--- config.mk ---
export PLATFORM = sky130hd
export DESIGN_NAME = convolutor_index_gen_flat
export DESIGN_NICKNAME = d
export VERILOG_FILES = /design/src/rtl/convolutor_pkg.sv /design/src/rtl/convolutor_index_gen_if.sv /design/src/rtl/convolutor_bound_calc.sv /design/src/rtl/convolutor_index_gen.sv /design/src/flat_wrapper.sv
export SDC_FILE = /design/constraint.sdc
export NUM_CORES = 1
export LEC_CHECK = 0
export CORE_UTILIZATION = 45
export CTS_CLUSTER_SIZE = 25
export DETAILED_ROUTE_END_ITERATION = 16
export DONT_BUFFER_PORTS = 1
export PLACE_DENSITY_LB_ADDON = 0.15
export RECOVER_POWER = 100
export SETUP_SLACK_MARGIN = 0.2
export SYNTH_ARGS = -nofsm -noshare
export SYNTH_HDL_FRONTEND = slang
export SYNTH_SLANG_ARGS = --single-unit
export TNS_END_PERCENT = 30
--- constraint.sdc ---
create_clock -name clk -period 5.8 [get_ports clk]
set_input_delay 0.58 -clock clk [delete_from_list [all_inputs] [get_ports clk]]
set_output_delay 0.58 -clock clk [all_outputs]
set_load 0.005 [all_outputs]
--- src/rtl/convolutor_pkg.sv ---
// Shared types and constants for the convolutor index generator.
package convolutor_pkg;

    localparam int ADDR_W_DEF = 5;

    typedef enum logic [1:0] {
        IDLE  = 2'd0,
        SIZED = 2'd1,
        RUN   = 2'd2,
        DONE  = 2'd3
    } idx_state_t;

    // Vector length as seen on the size ports (ADDR_W+1 bits at the default width).
    typedef logic [ADDR_W_DEF:0] size_t;

endpackage

--- src/rtl/convolutor_index_gen_if.sv ---
// Stage-pulse / decision-flag / address bundle between the convolutor FSM and the index generator.
interface convolutor_index_gen_if
    import convolutor_pkg::*;
#(
    parameter int ADDR_W = ADDR_W_DEF
);
    logic              register_load_i;
    logic [ADDR_W:0]   size_x_i;
    logic [ADDR_W:0]   size_y_i;
    logic              diag_size_i;
    logic              half_loop_load_i;
    logic              iteration_count_i;
    logic              diagonal_count_i;
    logic              half_loop_o;
    logic              bounds_valid_o;
    logic              calc_complete_o;
    logic [ADDR_W-1:0] x_addr_o;
    logic [ADDR_W-1:0] y_addr_o;
    logic [ADDR_W:0]   z_addr_o;

    modport master (
        output register_load_i, size_x_i, size_y_i, diag_size_i,
               half_loop_load_i, iteration_count_i, diagonal_count_i,
        input  half_loop_o, bounds_valid_o, calc_complete_o,
               x_addr_o, y_addr_o, z_addr_o
    );

    modport slave (
        input  register_load_i, size_x_i, size_y_i, diag_size_i,
               half_loop_load_i, iteration_count_i, diagonal_count_i,
        output half_loop_o, bounds_valid_o, calc_complete_o,
               x_addr_o, y_addr_o, z_addr_o
    );

endinterface

--- src/rtl/convolutor_bound_calc.sv ---
// Combinational inner-loop bounds for diagonal k: the i range with 0 <= i < Nx and 0 <= k-i < Ny.
module convolutor_bound_calc
    import convolutor_pkg::*;
#(
    parameter int ADDR_W = ADDR_W_DEF
) (
    input  logic [ADDR_W+1:0] k_i,
    input  logic [ADDR_W:0]   nx_i,
    input  logic [ADDR_W:0]   ny_i,
    output logic              half_o,
    output logic [ADDR_W+1:0] i_start_o,
    output logic [ADDR_W+1:0] i_end_o
);
    localparam int CW = ADDR_W + 2;

    logic [CW-1:0] nx_w;
    logic [CW-1:0] ny_w;
    logic [CW-1:0] nx_m1;

    assign nx_w  = CW'(nx_i);
    assign ny_w  = CW'(ny_i);
    assign nx_m1 = nx_w - CW'(1);

    assign half_o    = (k_i >= ny_w);
    assign i_start_o = half_o ? (k_i - ny_w + CW'(1)) : '0;
    assign i_end_o   = (k_i < nx_m1) ? k_i : nx_m1;

endmodule

--- src/rtl/convolutor_index_gen.sv ---
// Index and loop-bound generator beside the convolutor FSM; produces X/Y/Z addresses and branch flags.
// Optional build macro CONVOLUTOR_SIZE_CLAMP_EN clamps loaded sizes to the memory depth 2^ADDR_W.
module convolutor_index_gen
    import convolutor_pkg::*;
#(
    parameter int ADDR_W = ADDR_W_DEF
) (
    input  logic                  clk,
    input  logic                  rst_n,
    convolutor_index_gen_if.slave bus
);
    localparam int CW = ADDR_W + 2;

    localparam logic [1:0] S_IDLE  = 2'(IDLE);
    localparam logic [1:0] S_SIZED = 2'(SIZED);
    localparam logic [1:0] S_RUN   = 2'(RUN);
    localparam logic [1:0] S_DONE  = 2'(DONE);

    logic [1:0]    state_q, state_d;
    logic [ADDR_W:0] nx_q, nx_d;
    logic [ADDR_W:0] ny_q, ny_d;
    logic [CW-1:0] nz_q, nz_d;
    logic [CW-1:0] k_q, k_d;
    logic [CW-1:0] i_q, i_d;
    logic [CW-1:0] i_end_q, i_end_d;
    logic          loaded_q, loaded_d;

    logic [ADDR_W:0] size_x_in;
    logic [ADDR_W:0] size_y_in;
    logic [CW-1:0]   nz_calc;
    logic            half;
    logic [CW-1:0]   i_start_calc;
    logic [CW-1:0]   i_end_calc;
    logic            in_run;

`ifdef CONVOLUTOR_SIZE_CLAMP_EN
    localparam logic [ADDR_W:0] SIZE_MAX = {1'b1, {ADDR_W{1'b0}}};
    assign size_x_in = (bus.size_x_i > SIZE_MAX) ? SIZE_MAX : bus.size_x_i;
    assign size_y_in = (bus.size_y_i > SIZE_MAX) ? SIZE_MAX : bus.size_y_i;
`else
    assign size_x_in = bus.size_x_i;
    assign size_y_in = bus.size_y_i;
`endif

    // An empty vector means an empty product: Nz collapses to 0 so RUN completes at once.
    assign nz_calc = (nx_q == '0 || ny_q == '0) ? '0
                   : CW'(nx_q) + CW'(ny_q) - CW'(1);

    convolutor_bound_calc #(.ADDR_W(ADDR_W)) u_bound_calc (
        .k_i       (k_q),
        .nx_i      (nx_q),
        .ny_i      (ny_q),
        .half_o    (half),
        .i_start_o (i_start_calc),
        .i_end_o   (i_end_calc)
    );

    // NOTE: every next-state variable gets its hold value first, so no path can infer a latch.
    always_comb begin
        state_d  = state_q;
        nx_d     = nx_q;
        ny_d     = ny_q;
        nz_d     = nz_q;
        k_d      = k_q;
        i_d      = i_q;
        i_end_d  = i_end_q;
        loaded_d = loaded_q;

        if (bus.register_load_i) begin
            state_d  = S_SIZED;
            nx_d     = size_x_in;
            ny_d     = size_y_in;
            nz_d     = '0;
            k_d      = '0;
            i_d      = '0;
            i_end_d  = '0;
            loaded_d = 1'b0;
        end else begin
            case (state_q)
                S_SIZED: begin
                    if (bus.diag_size_i) begin
                        nz_d    = nz_calc;
                        state_d = S_RUN;
                    end
                end
                S_RUN: begin
                    if (k_q == nz_q) begin
                        state_d = S_DONE;
                    end else if (!bus.diag_size_i) begin
                        // Lower-priority pulses act only when no higher one is present.
                        if (bus.diagonal_count_i) begin
                            k_d      = k_q + CW'(1);
                            loaded_d = 1'b0;
                        end else if (bus.half_loop_load_i) begin
                            i_d      = i_start_calc;
                            i_end_d  = i_end_calc;
                            loaded_d = 1'b1;
                        end else if (bus.iteration_count_i) begin
                            i_d = i_q + CW'(1);
                        end
                    end
                end
                default: ;
            endcase
        end
    end

    // NOTE: state registers use non-blocking assignment so every flop samples pre-edge values.
    always_ff @(posedge clk or negedge rst_n) begin
        if (!rst_n) begin
            state_q  <= S_IDLE;
            nx_q     <= '0;
            ny_q     <= '0;
            nz_q     <= '0;
            k_q      <= '0;
            i_q      <= '0;
            i_end_q  <= '0;
            loaded_q <= 1'b0;
        end else begin
            state_q  <= state_d;
            nx_q     <= nx_d;
            ny_q     <= ny_d;
            nz_q     <= nz_d;
            k_q      <= k_d;
            i_q      <= i_d;
            i_end_q  <= i_end_d;
            loaded_q <= loaded_d;
        end
    end

    assign in_run = (state_q == S_RUN);

    assign bus.bounds_valid_o  = in_run && loaded_q && (i_q <= i_end_q);
    assign bus.calc_complete_o = (in_run && (k_q == nz_q)) || (state_q == S_DONE);
    assign bus.half_loop_o     = in_run && half;

    assign bus.x_addr_o = ADDR_W'(i_q);
    assign bus.y_addr_o = ADDR_W'(k_q - i_q);
    assign bus.z_addr_o = (ADDR_W+1)'(k_q);

endmodule

--- src/flat_wrapper.sv ---
// flat-port wrapper written by rule: the top's interface ports become plain ports
module convolutor_index_gen_flat import convolutor_pkg::*;
#(
    parameter int ADDR_W = ADDR_W_DEF
)
  (clk, rst_n, bus_register_load_i, bus_size_x_i, bus_size_y_i, bus_diag_size_i, bus_half_loop_load_i, bus_iteration_count_i, bus_diagonal_count_i, bus_half_loop_o, bus_bounds_valid_o, bus_calc_complete_o, bus_x_addr_o, bus_y_addr_o, bus_z_addr_o);
  convolutor_index_gen_if #(.ADDR_W(ADDR_W)) bus_i ();
  input  logic clk;
  input  logic rst_n;
  input wire logic [$bits(bus_i.register_load_i)-1:0] bus_register_load_i;
  input wire logic [$bits(bus_i.size_x_i)-1:0] bus_size_x_i;
  input wire logic [$bits(bus_i.size_y_i)-1:0] bus_size_y_i;
  input wire logic [$bits(bus_i.diag_size_i)-1:0] bus_diag_size_i;
  input wire logic [$bits(bus_i.half_loop_load_i)-1:0] bus_half_loop_load_i;
  input wire logic [$bits(bus_i.iteration_count_i)-1:0] bus_iteration_count_i;
  input wire logic [$bits(bus_i.diagonal_count_i)-1:0] bus_diagonal_count_i;
  output wire logic [$bits(bus_i.half_loop_o)-1:0] bus_half_loop_o;
  output wire logic [$bits(bus_i.bounds_valid_o)-1:0] bus_bounds_valid_o;
  output wire logic [$bits(bus_i.calc_complete_o)-1:0] bus_calc_complete_o;
  output wire logic [$bits(bus_i.x_addr_o)-1:0] bus_x_addr_o;
  output wire logic [$bits(bus_i.y_addr_o)-1:0] bus_y_addr_o;
  output wire logic [$bits(bus_i.z_addr_o)-1:0] bus_z_addr_o;
  assign bus_i.register_load_i = bus_register_load_i;
  assign bus_i.size_x_i = bus_size_x_i;
  assign bus_i.size_y_i = bus_size_y_i;
  assign bus_i.diag_size_i = bus_diag_size_i;
  assign bus_i.half_loop_load_i = bus_half_loop_load_i;
  assign bus_i.iteration_count_i = bus_iteration_count_i;
  assign bus_i.diagonal_count_i = bus_diagonal_count_i;
  assign bus_half_loop_o = bus_i.half_loop_o;
  assign bus_bounds_valid_o = bus_i.bounds_valid_o;
  assign bus_calc_complete_o = bus_i.calc_complete_o;
  assign bus_x_addr_o = bus_i.x_addr_o;
  assign bus_y_addr_o = bus_i.y_addr_o;
  assign bus_z_addr_o = bus_i.z_addr_o;
  convolutor_index_gen #(.ADDR_W(ADDR_W)) u_core (.clk(clk), .rst_n(rst_n), .bus(bus_i));
endmodule
==> summary.md <==
| Metric | Value |
|---|---|
| RSZ-0062 raised after global routing | no |
| Total grt overflow | 0 |
| Slew of the pin with the lowest slew margin | 2.36 ns |
| Post-route cell area | 0.00352 mm2 |
| First-pass GRT wire length | 13.4 mm |
| Max Clock Skew | 0.00654 ns |
| # DRC | 0 |
| Number of flops mapped to enable cells by yosys | 0 |
| Switch Pwr | 0.235 mW |
| Detailed Route WL | 7.94 mm |
| Setup violations, final | 0 |
| Slowest-stage cell, CP | a2111oi_0 |
| Post-Syn Nets | 465 |
| Clk root buf | clkbuf_8 |
| TritonCTS clock tree | yes |
| Pin count of the biggest net entering global routing | 51 |
| Worst hold-check path type | in -> reg |
| Clock Path Buffers | 2 |
| Synth Flop Type | dfrtp_1 |
| Sw Share | 32.2% |
| Core Area | 0.00737 mm2 |
| Comb pwr share | 26.8% |
| Vias per cell | 5.47 |
| Synthesized area per cell | 8.81 um2 |
| Commonest non-fill, non-tap cell in the layout | inv_1 |
| Buffers added on ports | 0 |
| TNS Setup | 0 ns |
| Fin nets | 449 |
| Synthesized flop and latch total | 43 |
| Maximum fanout along the worst path | 11 |
| CP arrival | 3.99 ns |
| Worst-path clk slew | 0.08 ns |
| Pre-antenna DRT Iters | 4 |
| P_int | 0.495 mW |
| Cell variety after synth | 48 |
| LEAKAGE | 1.70 nW |
| Post-synthesis sequential area ratio | 30.8% |
| Vias in the first global route | 2574 |
| Utilization after layout | 47.7% |
| Yosys Warn Count | 0 |
| Outcome | finished, violations left |
| Rows | 31 |
| Total CTS buffers | 5 |
| Worst vdd ir | 0.153 mV |
| Relative slew margins | -57.5% |
| Cell chain of the critical path | xor2_1 -> nor4_1 -> a2111oi_0 -> nand4_1 -> or3_1 -> a21oi_1 |
| Crit start category | flip-flop |
| CTS Sinks | 43 |
| Clock share of power | 27.1% |
| 1st-iter DRT viols | 127 |
| Cell family with most CP delay | compound AO/OA/AOI/OAI gates |
| Final Hold Fails | 0 |
| Failing checks | capacitance limit, slew limit |
| Commonest cells after routing, fill and taps aside | inv_1, ha_1, dfrtp_1 |
| ANT nets after route | 0 |
| Clk_lat worst skew | 0.29 ns |
| Fin crit share | 64.9% |
| Setup Crit Path Kind | reg -> reg |
| # resized after CTS | 0 |
| CP Data Required Time | 6.03 ns |
| Post-Syn Area | 0.00349 mm2 |
| Fin. max-slew vios | 54 |
| Placer Congestion | 0.799 |
| Asr flop ratio synth | 100% |
| Initial Utilization | 47.3% |
| Number of fill cells | 759 |
| Boundary pin count | 38 |
| CP Capture Type | flip-flop |
| F_max | 0.266 GHz |
| Detail Placement HPWL | 6.03 mm |
| Antenna Cells | 0 |
| Area growth syn-to-layout | 0.789% |
| Power Density | 207 mW/mm2 |
| Post-DP Area | 0.00346 mm2 |
| Die Y | 90.0 um |
| Buf/Inv on CP | 0 |
| GRT Overall Usage | 21.0% |
| Synth Instances | 396 |
| Crit path time final | 3.76 ns |
| Max-Cap Viols | 2 |
| Die Footprint | 0.00811 mm2 |
| Initial antenna violation count | 0 |
| Reg power frac | 46.1% |
| WL/cell | 16.6 um |
| Die X | 90.0 um |
| Layout cells sized above 1 | 2.63% |
| Max H-tree Level | 2 |
| Max stage delay on crit path | 1.82 ns |
| Vias | 2618 |
==> area by class of cell <==
class | instances | area [um2] | share of cell area, %
Multi-Input combinational cell | 277 | 2030 | 57.7
Inverter | 52 | 195 | 5.55
Tap cell | 99 | 124 | 3.52
Timing Repair Buffer | 1 | 3.75 | 0.107
Clock inverter | 1 | 5.00 | 0.142
Clock buffer | 6 | 82.6 | 2.35
Sequential cell | 43 | 1080 | 30.6
==> routing by layer <==
metal / global-route usage [%] / vias to the layer above / wire length [um]
met2: 34.4 / 65 / 3700
li1: - / 1317 / -
met5: 0 / - / 0
met4: 6.18 / 0 / 152
met3: 3.55 / 10 / 386
met1: 28.3 / 1226 / 3700
==> repair_timing <==
action | in CTS | in global routing
hold endpoints to repair | 43 | 0
setup buffers | 0 | 0
hold buffers | 1 | 0
==> worst reg2reg max path, delay by kind of cell, from the launching register on <==
family | cells | cell delay, ns
AOI/OAI and AO/OA | 2 | 1.96
and+or+nand+nor | 3 | 0.80
DFF | 1 | 0.72
xor gates and xnor gates | 1 | 0.21
==> logic make-up (layout without fill, tap and decap cells) <==
logic type               Yosys count  count (layout)  synth area share (%)
multiplexers                       1               1                 0.287
adder cells (fa/ha/maj)           50              50                  18.8
AND/OR/NAND/NOR                   98              98                  13.8
XOR/XNOR                          27              27                  6.78
flip-flops                        43              43                  30.8
buffers and inverters             76              60                  10.0
AO/OA/AOI/OAI                    101             101                  19.5
==> path summary, 6_finish.rpt <==
kind / from / endpoint / slack (ns) / cells after the start
worst min register to register: u_core.nz_q[0] / u_core.nz_q[0] / 0.51 / 2
max in group asynchronous: rst_n / u_core.nx_q[0] / 3.47 / 1
worst min-delay path: bus_register_load_i / u_core.k_q[6] / 0.37 / 1
worst max-delay path: u_core.k_q[2] / u_core.k_q[6] / 2.04 / 6
min in group asynchronous: rst_n / u_core.nx_q[1] / 1.00 / 1
worst max register to register: u_core.k_q[2] / u_core.k_q[6] / 2.04 / 6
==> registers in the layout, summed over array words and instances, names as in the netlist <==
signal           flops
u_core.state_q       2
u_core.nx_q          6
u_core.i_q           7
u_core.nz_q          7
u_core.i_end_q       7
u_core.k_q           7
u_core.ny_q          6
u_core.loaded_q      1
==> power by group through the flow <==
stage               registers, mW  clock network [mW]  logic [mW]
global placement            0.342                   0       0.199
global route                0.339               0.214       0.227
CTS                         0.336               0.200       0.211
floorplan                   0.337                   0       0.170
detailed placement          0.342                   0       0.202
finish                      0.336               0.198       0.195
==> Yosys cell counts (2+ instances only) <==
| master | number | area (um2) |
|---|---|---|
| a2111oi_4 | 2 | 55.1 |
| a211o_1 | 2 | 17.5 |
| a211oi_1 | 3 | 22.5 |
| a21o_1 | 9 | 67.6 |
| a21oi_1 | 28 | 140 |
| a22o_1 | 7 | 61.3 |
| and2_1 | 3 | 18.8 |
| and3_1 | 2 | 12.5 |
| buf_4 | 12 | 90.1 |
| buf_6 | 2 | 22.5 |
| clkbuf_1 | 7 | 26.3 |
| clkbuf_2 | 2 | 10.0 |
| dfrtp_1 | 43 | 1080 |
| fa_1 | 4 | 80.1 |
| ha_1 | 46 | 576 |
| inv_1 | 52 | 195 |
| nand2_1 | 35 | 131 |
| nand3_1 | 5 | 25.0 |
| nand4_1 | 6 | 37.5 |
| nor2_1 | 23 | 86.3 |
| nor2b_1 | 5 | 31.3 |
| nor3_1 | 9 | 45.0 |
| nor4bb_1 | 2 | 20.0 |
| o211ai_1 | 4 | 30.0 |
| o21a_1 | 5 | 37.5 |
| o21ai_0 | 28 | 140 |
| o21bai_1 | 3 | 22.5 |
| or3_1 | 2 | 12.5 |
| xnor2_1 | 16 | 140 |
| xor2_1 | 11 | 96.3 |
==> per-stage QoR <==
stage          cells  hold slack, ns  setup WS [ns]  power (mW)
5_1_grt          479           0.340           1.65       0.781
2_1_floorplan    396           0.284           3.24       0.507
6_report         479           0.366           2.04       0.729
3_5_place_dp     471           0.286           2.85       0.544
3_3_place_gp     471           0.286           2.95       0.540
4_1_cts          479           0.128           2.84       0.748
No activity file was read; power rests on OpenSTA's default activity.
==> patch 1, RTL diff (same settings) <==
Add a define of `CONVOLUTOR_SIZE_CLAMP_EN`.
--- a/src/rtl/convolutor_index_gen.sv
+++ b/src/rtl/convolutor_index_gen.sv
@@ -1,5 +1,7 @@
 // Index and loop-bound generator beside the convolutor FSM; produces X/Y/Z addresses and branch flags.
 // Optional build macro CONVOLUTOR_SIZE_CLAMP_EN clamps loaded sizes to the memory depth 2^ADDR_W.
+`define CONVOLUTOR_SIZE_CLAMP_EN
+
 module convolutor_index_gen
     import convolutor_pkg::*;
 #(
Check against the original RTL: same outputs for any inputs over 4 cycles, from zero or initial values and one cycle with rst_n low; that may be too few to reach the edited logic, so the function may still have changed.
==> patch 1 against the unedited design <==
  * The flow still finishes with violations (max-capacitance violations, max-slew violations)
  * Setup slack improved by 0.98 ns
  * Highest routed layer unchanged
  * Critical endpoint is now bus_half_loop_o
  * Register-to-register slack improved by 0.99 ns
  * Total power rose by 5.1%
  * Routed wire length rose by 1.9%
  * Area after synthesis fell by 0.79%
  * Critical path depth did not move
  * Largest power group unchanged
  * Cell area rose by 0.93%
  * Sequential cell count did not move
  * Maximum frequency rose by 35%
  * Via count fell by 0.31%
  * Sequential power barely moved
==> patch 1: results (changes against the unedited design) <==
Critical path
  • Crit path capture: bus_half_loop_o (was u_core.k_q[6]$_DFFE_PN0P_)
  • Slowest-stage cell, CP: dfrtp_1 (was a2111oi_0)
  • R2R depth: 10 (was 6)
  • CP arrival: 2.20 ns (was 3.99 ns)
  • CP peak stage delay: 0.61 ns (was 1.82 ns)
  • Crit path from: u_core.k_q[1]$_DFFE_PN0P_ (was u_core.k_q[2]$_DFFE_PN0P_)
  • Reg2Reg Launch Point: u_core.nx_q[0]$_DFFE_PN0P_ (was u_core.k_q[2]$_DFFE_PN0P_)

Detailed routing
  • DR iter-0 viols: 116 (was 127)
  • DR vias/cell: 5.55 (was 5.47)

Global routing
  • Vias in the first global route: 2579 (was 2574)
  • First-pass GRT wire length: 13000 um (was 13400 um)
  • Pin count of the biggest net entering global routing: 44 (was 51)

Outcome
  • Status: complete, but fails checks (unchanged)
  • Violated checks: max-capacitance violations, max-slew violations (unchanged)

Timing
  • Fin. max-slew vios: 44 (was 54)
  • Relative slew slack: -0.595 (was -0.575)
  • Final clock skew: 0.0130 ns (was 0.00654 ns)

Placement
  • Placed Cells: 462 (was 471)
  • Post-detail-place hpwl: 6290 um (was 6030 um)
  • Final Wtd Congestion: 0.836 (was 0.799)

Yosys
  • Post-synthesis mux area share: 0.0260 (was 0.00287)
  • Post-synthesis sequential area ratio: 0.311 (was 0.308)
  • Synth cell types: 46 (was 48)
  • Post-Syn Nets: 450 (was 465)
  • Post-synthesis compound-gate area fraction: 0.178 (was 0.195)

Cells and area
  • Fillers: 717 (was 759)
  • Final core utilization: 0.484 (was 0.477)

Hold path
  • Hold Path Sink: u_core.k_q[4]$_DFFE_PN0P_ (was u_core.k_q[6]$_DFFE_PN0P_)

Power and ir drop
  • Maximum vdd drop: 0.106 mV (was 0.153 mV)

Flow run
  • Max-cap violation count: 1 (was 2)
## patch 1: power groups by stage
stage | Sequential, mW | Combinational [mW] | Clock (mW)
2_1_floorplan | 0.335 | 0.165 | 0
3_3_place_gp | 0.340 | 0.193 | 0
3_5_place_dp | 0.341 | 0.195 | 0
4_1_cts | 0.335 | 0.206 | 0.237
5_1_grt | 0.338 | 0.225 | 0.249
6_report | 0.335 | 0.197 | 0.235
## patch 1: final cells by class
cell class,instances,area share
inverter,55,0.0582
timing repair buffer,1,0.00106
multi-input combinational,265,0.573
tap,99,0.0349
sequential,43,0.303
clock buffer,5,0.0194
clock inverter,2,0.0106
## patch 1: routing by layer
layer | wire length (um) | up-vias | track usage | part of all wire
li1 | - | 1287 | - | -
met1 | 3820 | 1256 | 0.279 | 0.47
met2 | 3860 | 59 | 0.384 | 0.48
met3 | 292 | 8 | 0.0366 | 0.036
met4 | 111 | 0 | 0.0563 | 0.014
met5 | 0 | - | 0 | 0
==> patch 2, RTL diff (same flow settings) <==
Without the edit above. Reset style: synchronous (`rst_n`), changed in one clocked block.
--- a/src/rtl/convolutor_index_gen.sv
+++ b/src/rtl/convolutor_index_gen.sv
@@ -106,7 +106,7 @@
     end
 
     // NOTE: state registers use non-blocking assignment so every flop samples pre-edge values.
-    always_ff @(posedge clk or negedge rst_n) begin
+    always_ff @(posedge clk) begin
         if (!rst_n) begin
             state_q  <= S_IDLE;
             nx_q     <= '0;
Behaviour: differs if rst_n is asserted again (counterexample within 4 cycles, from zero or initial values and one cycle with rst_n low); with rst_n held inactive, the same outputs for 4 cycles.
==> patch 2 against the unedited design <==
  * Via count is 4.3% higher
  * Total power is 11% lower
  * Setup slack better by 0.55 ns
  * Clock skew hardly changed
  * Cell count is 1.9% higher
  * Routed wire length is 3.4% higher
  * Area after synthesis is 1.7% lower
  * Cell area is 0.57% lower
  * Sequential share of layout area is 6.0 points lower
  * Combinational power is 38% lower
  * Synthesized cell count is 1.8% higher
  * Sequential cell count stayed put
==> patch 2: results (changes against the unedited design) <==
Power and ir drop
  • Pleak: 1.41 nW (was 1.70 nW)
  • Maximum vdd drop: 0.0969 mV (was 0.153 mV)
  • Switching pwr: 0.184 mW (was 0.235 mW)

Detailed routing
  • Via count: 2731 (was 2618)
  • DR iter-0 viols: 155 (was 127)

Outcome
  • Status: completed (was complete, but fails checks)

Critical path
  • Crit path from: u_core.k_q[0]$_SDFFE_PP0P_ (was u_core.k_q[2]$_DFFE_PN0P_)
  • CP arrival: 2.63 ns (was 3.99 ns)
  • Critical path fanouts, max: 8 (was 11)
  • Register-to-register setup slack: 2.59 ns (was 2.04 ns)
  • Reg2Reg Launch Point: u_core.nx_q[0]$_SDFFE_PN0P_ (was u_core.k_q[2]$_DFFE_PN0P_)

Yosys
  • Async set-reset flop share out of synthesis: 0 (was 1.00)
  • Commonest cells post-synth: inv_1 (49), ha_1 (45), dfxtp_1 (43) (was inv_1 (52), ha_1 (46), dfrtp_1 (43))
  • Top cells by area, synth: dfxtp_1 (25%), ha_1 (16%), inv_1 (5.4%) (was dfrtp_1 (31%), ha_1 (16%), inv_1 (5.6%))
  • Dominant synthesized flop cell: dfxtp_1 (was dfrtp_1)
  • Synth cell types: 58 (was 48)
  • Post-Syn Nets: 471 (was 465)

Global routing
  • Pin count of the biggest net entering global routing: 19 (was 51)
  • Vias in the first global route: 2514 (was 2574)

Hold path
  • Hold Path Sink: u_core.state_q[0]$_SDFFE_PN0P_ (was u_core.k_q[6]$_DFFE_PN0P_)
  • Worst Hold Launch: rst_n (was bus_register_load_i)

Cells and area
  • Nets: 456 (was 449)
  • Layout cell share with drive strength beyond 1: 0.0566 (was 0.0263)
  • Fillers: 763 (was 759)
  • Non-filler cells, final: 488 (was 479)

Timing
  • Final clock skew: 0.00658 ns (was 0.00654 ns)
  • Final Critical Period: 3.21 ns (was 3.76 ns)

Placement
  • Final Wtd Congestion: 0.907 (was 0.799)
  • Post-detail-place hpwl: 6420 um (was 6030 um)
  • Placed Cells: 480 (was 471)
patch 2: cell types whose count changed after synthesis, sizes merged, moves of 6 or more:
cell	delta
nor2	-6
o21ai	-10
mux2i	+12
nand2	-18
dfrtp	-43
dfxtp	+43
nor2b	+14
a22oi	+7
a22o	-7
patch 2: power groups by stage:
stage	clock (mW)	sequential [mW]	combinational, mW
final	0.219	0.308	0.121
after global routing	0.238	0.310	0.136
after CTS	0.226	0.309	0.123
after detailed placement	0	0.316	0.122
after global placement	0	0.315	0.122
after floorplan	0	0.313	0.102
patch 2: area by class of cell:
type,instances,area [um^2],share of cell area
Clock buffer,7,96.3,0.0276
Clock inverter,1,7.51,0.00215
Sequential cell,43,861,0.246
Tap cell,99,124,0.0354
Inverter,49,184,0.0526
Timing Repair Buffer,1,7.51,0.00215
Multi-Input combinational cell,288,2220,0.634
patch 2: logic make-up after synthesis:
group | Yosys count | share of synthesized area
and+or+nand+nor | 98 | 0.155
DFF | 43 | 0.251
AOI/OAI and AO/OA | 97 | 0.193
xor gates and xnor gates | 28 | 0.0715
buffers and inverters | 72 | 0.0945
adders and majority gates | 49 | 0.188
muxes | 16 | 0.0478
patch 2: critical path, cell delays in order (launching register included):
cell and delay (ns):
dfxtp_1 0.59, inv_1 0.21, ha_1 0.35, nand2b_1 0.16
a2111oi_0 0.66, o41ai_1 0.18, nor2b_1 0.18
patch 2: per-layer routing:
layer  GRT usage  wire [um]  vias to the layer above
li1            -          -                     1378
met1       0.274       3720                     1264
met2       0.368       3880                       77
met3      0.0416        475                       12
met4      0.0722        137                        0
met5           0          0                        -
patch 2: stage by stage:
step	hold WS, ns	cell area, um^2
global placement	0.455	3420
finish	0.393	3500
global route	0.385	3500
floorplan	0.444	3430
detailed placement	0.460	3420
CTS	0.387	3520
